[config.mk]
export PLATFORM = sky130hd
export DESIGN_NAME = multicycle_control_unit
export DESIGN_NICKNAME = d
export VERILOG_FILES = /design/src/rtl/multicycle_control_unit.sv
export SDC_FILE = /design/constraint.sdc
export NUM_CORES = 1
export LEC_CHECK = 0
export CAP_MARGIN = 20
export CORE_MARGIN = 4
export CORE_UTILIZATION = 34
export CTS_BUF_LIST = sky130_fd_sc_hd__clkbuf_2 sky130_fd_sc_hd__clkbuf_4 sky130_fd_sc_hd__clkbuf_8
export CTS_CLUSTER_SIZE = 14
export DETAILED_ROUTE_END_ITERATION = 12
export PLACE_DENSITY_LB_ADDON = 0.25
export SYNTH_ARGS = -nofsm -noshare
export SYNTH_HDL_FRONTEND = slang
export SYNTH_SLANG_ARGS = --single-unit
[constraint.sdc]
create_clock -name clk -period 2.05 [get_ports clk]
set_clock_uncertainty 0.2 [all_clocks]
set_input_delay 0.615 -clock clk [delete_from_list [all_inputs] [get_ports clk]]
set_output_delay 0.615 -clock clk [all_outputs]
set_load 0.005 [all_outputs]
[src/rtl/multicycle_control_unit.sv]
// ============================================================================
//  Module      : multicycle_control_unit
//  Description : Multi-cycle sequencing control unit. Fetches instruction
//                words over a valid/ready handshake, decodes the 4-bit opcode
//                and rd/rs fields, and sequences FETCH/DECODE/IMM/EXEC/MEM/WB
//                while driving the datapath strobes in the matching cycle.
//                Optional memory-wait timeout is enabled by defining the
//                macro CU_MEM_TIMEOUT_EN.
//  Revision    : 1.0 - initial release
// ============================================================================
`default_nettype none

module multicycle_control_unit #(
   parameter int IW     = 8,
   parameter int RW     = 2,
   parameter int TO_CYC = 15
) (
   input  logic          clk,
   input  logic          reset,
   input  logic [IW-1:0] inst,
   input  logic          inst_valid,
   output logic          inst_ready,
   input  logic          mem_ack,
   output logic [3:0]    opcode,
   output logic [RW-1:0] rd,
   output logic [RW-1:0] rs,
   output logic [IW-1:0] imm_data,
   output logic          imm,
   output logic          alu_src,
   output logic          alu_en,
   output logic          mem_read,
   output logic          mem_write,
   output logic          reg_write,
   output logic          busy,
   output logic          err
);

   typedef enum logic [2:0] {
      S_FETCH  = 3'd0,
      S_DECODE = 3'd1,
      S_IMM    = 3'd2,
      S_EXEC   = 3'd3,
      S_MEM    = 3'd4,
      S_WB     = 3'd5
   } state_t;

   state_t        r_state;
   logic [3:0]    r_opcode;
   logic [RW-1:0] r_rd;
   logic [RW-1:0] r_rs;
   logic [IW-1:0] r_imm_data;
   logic          r_imm;
   logic          r_alu_src;
   logic          r_is_ld;
   logic          r_is_st;
   logic          r_writes;
   logic          r_inst_ready;
   logic          r_alu_en;
   logic          r_mem_read;
   logic          r_mem_write;
   logic          r_reg_write;
   logic          r_busy;

   logic [3:0]    w_op;
   logic          w_is_ld;
   logic          w_is_st;
   logic          w_is_imm;
   logic          w_writes;
   logic          w_unused;

`ifdef CU_MEM_TIMEOUT_EN
   localparam int CW = (TO_CYC < 2) ? 1 : $clog2(TO_CYC);
   logic [CW-1:0] r_cnt;
   logic          r_err;
`endif

   // Middle instruction bits (IW > 4 + 2*RW) carry no meaning here.
   assign w_unused = ^{inst, (TO_CYC > 0)};
   assign w_op     = inst[IW-1 -: 4];

   // Classify the incoming opcode so the class flags are ready in DECODE.
   always_comb begin
      w_is_ld  = (w_op == 4'b0000);
      w_is_st  = (w_op == 4'b0001);
      w_is_imm = 1'b0;
      case (w_op)
         4'b0010, 4'b1001, 4'b1011, 4'b1100,
         4'b1101, 4'b1110, 4'b1111: w_is_imm = 1'b1;
         default:                   w_is_imm = 1'b0;
      endcase
      // CM/CMI only update flags, ST has nothing to write back.
      w_writes = !(w_is_st || (w_op == 4'b0111) || (w_op == 4'b1111));
   end

   // Sequencer: state plus registered strobes for the state being entered.
   always_ff @(posedge clk or posedge reset) begin
      if (reset) begin
         r_state      <= S_FETCH;
         r_opcode     <= '0;
         r_rd         <= '0;
         r_rs         <= '0;
         r_imm_data   <= '0;
         r_imm        <= 1'b0;
         r_alu_src    <= 1'b0;
         r_is_ld      <= 1'b0;
         r_is_st      <= 1'b0;
         r_writes     <= 1'b0;
         r_inst_ready <= 1'b1;
         r_alu_en     <= 1'b0;
         r_mem_read   <= 1'b0;
         r_mem_write  <= 1'b0;
         r_reg_write  <= 1'b0;
         r_busy       <= 1'b0;
`ifdef CU_MEM_TIMEOUT_EN
         r_cnt        <= '0;
         r_err        <= 1'b0;
`endif
      end else begin
         r_alu_en    <= 1'b0;
         r_reg_write <= 1'b0;
         case (r_state)
            S_FETCH: begin
               if (inst_valid && r_inst_ready) begin
                  r_opcode     <= w_op;
                  r_rd         <= inst[2*RW-1 -: RW];
                  r_rs         <= inst[RW-1:0];
                  r_imm        <= w_is_imm;
                  r_alu_src    <= w_is_imm | w_is_ld | w_is_st;
                  r_is_ld      <= w_is_ld;
                  r_is_st      <= w_is_st;
                  r_writes     <= w_writes;
                  r_inst_ready <= 1'b0;
                  r_busy       <= 1'b1;
                  r_state      <= S_DECODE;
               end
            end
            S_DECODE: begin
               if (r_imm) begin
                  r_inst_ready <= 1'b1;
                  r_state      <= S_IMM;
               end else if (r_is_ld || r_is_st) begin
                  r_mem_read  <= r_is_ld;
                  r_mem_write <= r_is_st;
`ifdef CU_MEM_TIMEOUT_EN
                  r_cnt       <= '0;
`endif
                  r_state     <= S_MEM;
               end else begin
                  r_alu_en <= 1'b1;
                  r_state  <= S_EXEC;
               end
            end
            S_IMM: begin
               if (inst_valid && r_inst_ready) begin
                  r_imm_data   <= inst;
                  r_inst_ready <= 1'b0;
                  r_alu_en     <= 1'b1;
                  r_state      <= S_EXEC;
               end
            end
            S_EXEC: begin
               if (r_writes) begin
                  r_reg_write <= 1'b1;
                  r_state     <= S_WB;
               end else begin
                  r_inst_ready <= 1'b1;
                  r_busy       <= 1'b0;
                  r_state      <= S_FETCH;
               end
            end
            S_MEM: begin
               if (mem_ack) begin
                  r_mem_read  <= 1'b0;
                  r_mem_write <= 1'b0;
                  if (r_is_ld) begin
                     r_reg_write <= 1'b1;
                     r_state     <= S_WB;
                  end else begin
                     r_inst_ready <= 1'b1;
                     r_busy       <= 1'b0;
                     r_state      <= S_FETCH;
                  end
               end
`ifdef CU_MEM_TIMEOUT_EN
               // Last allowed wait cycle without an ack: abandon the access.
               else if (r_cnt == CW'(TO_CYC - 1)) begin
                  r_mem_read   <= 1'b0;
                  r_mem_write  <= 1'b0;
                  r_err        <= 1'b1;
                  r_inst_ready <= 1'b1;
                  r_busy       <= 1'b0;
                  r_state      <= S_FETCH;
               end else begin
                  r_cnt <= r_cnt + 1'b1;
               end
`endif
            end
            S_WB: begin
               r_inst_ready <= 1'b1;
               r_busy       <= 1'b0;
               r_state      <= S_FETCH;
            end
            default: begin
               r_inst_ready <= 1'b1;
               r_busy       <= 1'b0;
               r_mem_read   <= 1'b0;
               r_mem_write  <= 1'b0;
               r_state      <= S_FETCH;
            end
         endcase
      end
   end

   assign inst_ready = r_inst_ready;
   assign opcode     = r_opcode;
   assign rd         = r_rd;
   assign rs         = r_rs;
   assign imm_data   = r_imm_data;
   assign imm        = r_imm;
   assign alu_src    = r_alu_src;
   assign alu_en     = r_alu_en;
   assign mem_read   = r_mem_read;
   assign mem_write  = r_mem_write;
   assign reg_write  = r_reg_write;
   assign busy       = r_busy;
`ifdef CU_MEM_TIMEOUT_EN
   assign err        = r_err;
`else
   assign err        = 1'b0;
`endif

endmodule

`default_nettype wire

Word level (Yosys, flattened, before mapping)
Cells that the tools add are included.
{"block": "totals", "ff_bits": 30, "input_bits": 12, "output_inout_bits": 25, "word_cells": 95}
{"block": "classes", "n_eq_ne": 23, "mux": 35, "n_bitwise": 4, "reduce_logical": 17}
{"op": "4-bit == test, second input constant", "n": 6}
{"op": "1-bit 2-to-1 mux", "n": 21}
{"op": "3-bit 2-to-1 mux", "n": 7}
{"op": "2-bit inequality test, second input constant", "n": 8}
{"op": "3-bit case mux with 5 select lines", "n": 1}
{"op": "5-bit AND reduction", "n": 2}
{"op": "1-bit case mux with 4 select lines", "n": 2}
{"op": "7-bit OR reduction", "n": 1}
{"op": "3-bit by 2-bit == test with 1-bit output, second input constant", "n": 2}
{"op": "3-bit == test, second input constant", "n": 2}
{"op": "1-bit case mux with 3 select lines", "n": 2}
{"op": "4-bit by 1-bit == test with 1-bit output, second input constant", "n": 1}
{"op": "4-bit by 2-bit == test with 1-bit output, second input constant", "n": 1}
{"op": "4-bit by 3-bit == test with 1-bit output, second input constant", "n": 1}
{"op": "4-bit logical NOT", "n": 1}
{"op": "1-bit case mux with 2 select lines", "n": 2}
{"op": "2-bit AND reduction", "n": 2}
{"op": "4-bit AND reduction", "n": 1}
{"op": "2-bit OR reduction", "n": 2}
{"op": "4-bit OR reduction", "n": 1}
{"op": "3-bit by 1-bit == test with 1-bit output, second input constant", "n": 1}
{"op": "3-bit logical NOT", "n": 1}
{"op": "1-bit logical OR", "n": 3}
{"op": "3-bit AND reduction", "n": 1}
{"op": "other kinds (5)", "n": 7}

Depth between registers and ports, before layout
{"block": "logic_depth", "word_depth": 5, "ltp_mapped": 4, "depth_no_buf": 3}

Worst setup path before layout
Ideal clock, no wire load.
{"block": "synth_path", "path_kind": "input-to-reg", "startpoint": "input inst_valid", "endpoint": "register r_opcode[1], in the netlist opcode[1]", "setup_ns": 0.125, "arrival_ns": 1.539, "t_required_ns": 1.725, "setup_slack_ns": 0.186, "path_stages": 4, "path_cell_list": "nand2_1 > nor4_4 > buf_4 > mux2_2"}
{"block": "synth_between", "elab_chain_len": 2}
{"element": "start, declared", "line_no": "21", "source": "input logic inst_valid,"}
{"element": "1-bit logical AND", "line_no": "123", "source": "if (inst_valid && r_inst_ready) begin"}
{"element": "2-bit AND reduction (no source line)"}
{"element": "end signal, assigned", "line_no": "124", "source": "r_opcode <= w_op;"}
{"element": "end, declared", "line_no": "48", "source": "logic [3:0] r_opcode;"}
Every way passes these cells.
A chain may end at the register's enable or synchronous reset.

Worst setup path after layout
{"block": "layout_path", "startpoint": "register r_imm, in the netlist imm", "endpoint": "output imm"}
{"element": "start, declared", "line_no": "52", "source": "logic r_imm;"}
{"element": "start signal, assigned", "line_no": "127", "source": "r_imm <= w_is_imm;"}
{"element": "end, declared", "line_no": "28", "source": "output logic imm,"}
No word-level cell between the ends.

==> flow_results.xml <==
<?xml version="1.0" encoding="UTF-8"?>
<metrics>
  <group name="setup_path">
    <metric name="crit_required" unit="ns">1.23</metric>
    <metric name="crit_buf_inv" unit="">1</metric>
    <metric name="worstPathMaxFanout" unit="">2</metric>
    <metric name="critPathArrivalTime" unit="ns">1.15</metric>
    <metric name="criticalPathCategory" unit="">register to output port</metric>
    <metric name="critPathCaptureType" unit="">output port</metric>
    <metric name="critPathSlowestCell" unit="">sky130_fd_sc_hd__clkdlybuf4s50_1</metric>
    <metric name="worstSetupPathDepth" unit="">1</metric>
    <metric name="delay_of_the_slowest_cell_on_the_worst_path" unit="ns">0.51</metric>
    <metric name="timing.critical_path.cells" unit="">clkdlybuf4s50_1</metric>
    <metric name="critPathTopFamily" unit="">buffers and inverters</metric>
    <metric name="reg2reg_depth" unit="">5</metric>
    <metric name="worst_setup_path_start_kind" unit="">register</metric>
  </group>
  <group name="yosys">
    <metric name="count_of_flip_flops_with_a_built_in_enable_after_synthesis" unit="">0</metric>
    <metric name="synthDistinctLibCells" unit="">32</metric>
    <metric name="synthXorXnorAreaFrac" unit="">0</metric>
    <metric name="synth.largest_area_cell" unit="">sky130_fd_sc_hd__dfrtp_1</metric>
    <metric name="largest_family_of_logic_cells_by_synthesized_area" unit="">multiplexers</metric>
    <metric name="synthesis.area" unit="mm²">0.00140</metric>
    <metric name="synthFlopType" unit="">sky130_fd_sc_hd__dfrtp_1</metric>
    <metric name="synth-simple-area-share" unit="">0.140</metric>
    <metric name="synthesis.instances" unit="">111</metric>
    <metric name="syn-num-nets" unit="">123</metric>
    <metric name="cells_taking_the_most_area_after_synthesis" unit="">sky130_fd_sc_hd__dfrtp_1, sky130_fd_sc_hd__mux2_2, sky130_fd_sc_hd__nand2_1</metric>
    <metric name="synth_register_bits" unit="">30</metric>
    <metric name="synth_compound_gate_area_share" unit="">0.107</metric>
    <metric name="synth_area_per_cell" unit="µm²">12.6</metric>
    <metric name="yosys_warnings" unit="">0</metric>
    <metric name="post-synth-top-area-fraction" unit="">0.518</metric>
    <metric name="synth.area.mux_share" unit="">0.168</metric>
    <metric name="seq_area_frac_synth" unit="">0.537</metric>
    <metric name="post_synth_most_frequent_cells" unit="">sky130_fd_sc_hd__dfrtp_1, sky130_fd_sc_hd__mux2_2, sky130_fd_sc_hd__nand2_1</metric>
    <metric name="yosys.cell_count.top_type" unit="">sky130_fd_sc_hd__dfrtp_1</metric>
    <metric name="synth-async-reset-ratio" unit="">1.00</metric>
    <metric name="synth_fa_ha_area_frac" unit="">0</metric>
  </group>
  <group name="floorplan">
    <metric name="top_level_ports" unit="">37</metric>
    <metric name="design.die.area" unit="mm²">0.00521</metric>
    <metric name="die_y" unit="µm">72.2</metric>
    <metric name="die-width" unit="µm">72.2</metric>
    <metric name="floorplan.rows" unit="">23</metric>
    <metric name="core-area" unit="mm²">0.00400</metric>
    <metric name="floorplan.initialDensity" unit="">0.350</metric>
  </group>
  <group name="pwr">
    <metric name="power.ir.vdd_worst" unit="µV">667</metric>
    <metric name="power.share.switching" unit="">0.300</metric>
    <metric name="p_switching" unit="W">0.000946</metric>
    <metric name="power-per-cell-area" unit="mW/mm²">1520</metric>
    <metric name="part_of_the_power_in_the_clock_network" unit="">0.193</metric>
    <metric name="leak" unit="nW">0.896</metric>
    <metric name="p_comb_frac" unit="">0.449</metric>
    <metric name="report.power.total" unit="W">0.00315</metric>
    <metric name="power_report.internal_total" unit="W">0.00221</metric>
    <metric name="share_seq_of_total_power" unit="">0.358</metric>
  </group>
  <group name="global_routing">
    <metric name="overflow" unit="">0</metric>
    <metric name="first_global_vias" unit="">1135</metric>
    <metric name="gr_util_all_layers" unit="">0.139</metric>
    <metric name="maximum_number_of_pins_on_one_net_before_global_route_repair" unit="">31</metric>
    <metric name="antenna_found_initial" unit="">0</metric>
    <metric name="first_pass_grt_wire_length" unit="µm">5580</metric>
  </group>
  <group name="clock_tree">
    <metric name="cts.hold.buffers_added" unit="">0</metric>
    <metric name="clk-insertion-delay-late" unit="ns">0.28</metric>
    <metric name="tritoncts.num_buffers" unit="">5</metric>
    <metric name="clock_sink_count" unit="">30</metric>
    <metric name="htreeDepth" unit="">2</metric>
    <metric name="clk_transition_reported_paths" unit="ns">0.07</metric>
    <metric name="cts_root_buffer" unit="">sky130_fd_sc_hd__clkbuf_8</metric>
    <metric name="cts_tree" unit="">built</metric>
    <metric name="cts_max_path_bufs" unit="">2</metric>
  </group>
  <group name="placement">
    <metric name="dp.cells" unit="">203</metric>
    <metric name="gp_congestion" unit="">0.767</metric>
    <metric name="detailed_place_hpwl" unit="µm">2190</metric>
    <metric name="dp_area" unit="mm²">0.00190</metric>
    <metric name="io_buffers" unit="">35</metric>
  </group>
  <group name="routing">
    <metric name="detail_route.wl_per_cell" unit="µm">14.8</metric>
    <metric name="dr.first_iter.drc_count" unit="">40</metric>
    <metric name="routed-via-count" unit="">1045</metric>
    <metric name="remaining_drc_errors" unit="">0</metric>
    <metric name="wirelength" unit="µm">3190</metric>
    <metric name="route.antenna.remaining_nets" unit="">0</metric>
    <metric name="detailed_routing_iterations_pass_1" unit="">4</metric>
    <metric name="avgViaCountPerCell" unit="">4.84</metric>
  </group>
  <group name="final_layout">
    <metric name="area.growth.synth_to_final" unit="%">47.9</metric>
    <metric name="layoutNonFillerInstCount" unit="">216</metric>
    <metric name="post_route_cells_drive_above_1_share" unit="">0.319</metric>
    <metric name="layout.core_utilization" unit="">0.518</metric>
    <metric name="design_area" unit="mm²">0.00207</metric>
    <metric name="final_nets" unit="">177</metric>
    <metric name="insertedDiodeCount" unit="">0</metric>
  </group>
  <group name="job">
    <metric name="cap_viol_max_count" unit="">0</metric>
  </group>
  <group name="sta">
    <metric name="finalSetupViolCount" unit="">0</metric>
    <metric name="final.min_clock_period" unit="ns">1.97</metric>
    <metric name="grt_setup_unrepaired" unit="">false</metric>
    <metric name="drv_slew" unit="">0</metric>
    <metric name="hold_ws" unit="ns">0.309</metric>
    <metric name="layout_worst_path_cycle_share" unit="">0.959</metric>
    <metric name="max_freq" unit="MHz">509</metric>
    <metric name="final-hold-violation-count" unit="">0</metric>
  </group>
  <group name="hold_path">
    <metric name="worstHoldPathType" unit="">register to register</metric>
    <metric name="holdPathStages" unit="">1</metric>
  </group>
  <group name="outcome">
    <metric name="outcome" unit="">complete, no violations</metric>
  </group>
</metrics>
==> per-layer routing <==
layer  routed length [µm]  vias up  track usage  part of all wire
li1                     -      503            -                 -
met1                 1430      512        0.174              0.45
met2                 1560       25        0.223              0.49
met3                  164        5       0.0485             0.051
met4                   38        0       0.0438             0.012
met5                    0        -            0                 0
==> logic make-up after synthesis <==
family | after synthesis
compound gates | 21
flops | 30
other cells | 1
mux | 21
buf+inv | 10
simple gates | 28
==> worst paths after layout <==
kind / start / end / slack [ns]
hold reg to reg: rs[1] / rs[1] / 0.31
hold / removal: rs[1] / rs[1] / 0.31
min in group asynchronous: reset / imm_data[2] / 0.47
setup / recovery: imm / imm / 0.08
setup reg to reg: inst_ready / r_writes / 0.14
max in group asynchronous: reset / inst_ready / 0.93
==> power groups by stage <==
stage	Clock, W	Sequential (W)	Combinational, W
2_1_floorplan	0	0.00109	0.000690
3_3_place_gp	0	0.00115	0.00127
3_5_place_dp	0	0.00115	0.00131
4_1_cts	0.000622	0.00113	0.00143
5_1_grt	0.000646	0.00117	0.00154
6_report	0.000610	0.00113	0.00142
==> layout make-up <==
type | count | area [µm²]
Multi-Input combinational cell | 71 | 588
Clock inverter | 1 | 30.0
Sequential cell | 30 | 752
Inverter | 5 | 18.8
Fill cell | 360 | 1930
Clock buffer | 7 | 83.8
Timing Repair Buffer | 52 | 538
Tap cell | 50 | 62.6
==> sequential cells by signal (all words and copies together) (netlist names), 2 cells and up <==
signal and flops:
r_state 3, rs 2, rd 2, imm_data 8, opcode 4
==> repair_timing <==
action,4_1_cts,5_1_grt
resized for setup,3,0
endpoints found under the setup margin,14,0
buffers inserted,4,0
==> stage by stage <==
step / setup slack (ns) / TNS (ns)
finish: 0.0848 / 0
global route: 0.0283 / 0
CTS: 0.0700 / 0
detailed placement: -0.298 / -5.72
global placement: -0.260 / -5.05
floorplan: 0.186 / 0
==> cell usage in the layout, fill, tap and decap left out, drive strengths merged, types with 4 or more instances in the layout <==
cell type	instances
a21oi	5
buf	16
clkbuf	7
clkdlybuf4s50	33
dfrtp	29
inv	5
mux2	20
nand2	9
nor2	4
o21ai	5
Power figures use the tool's default switching activity.
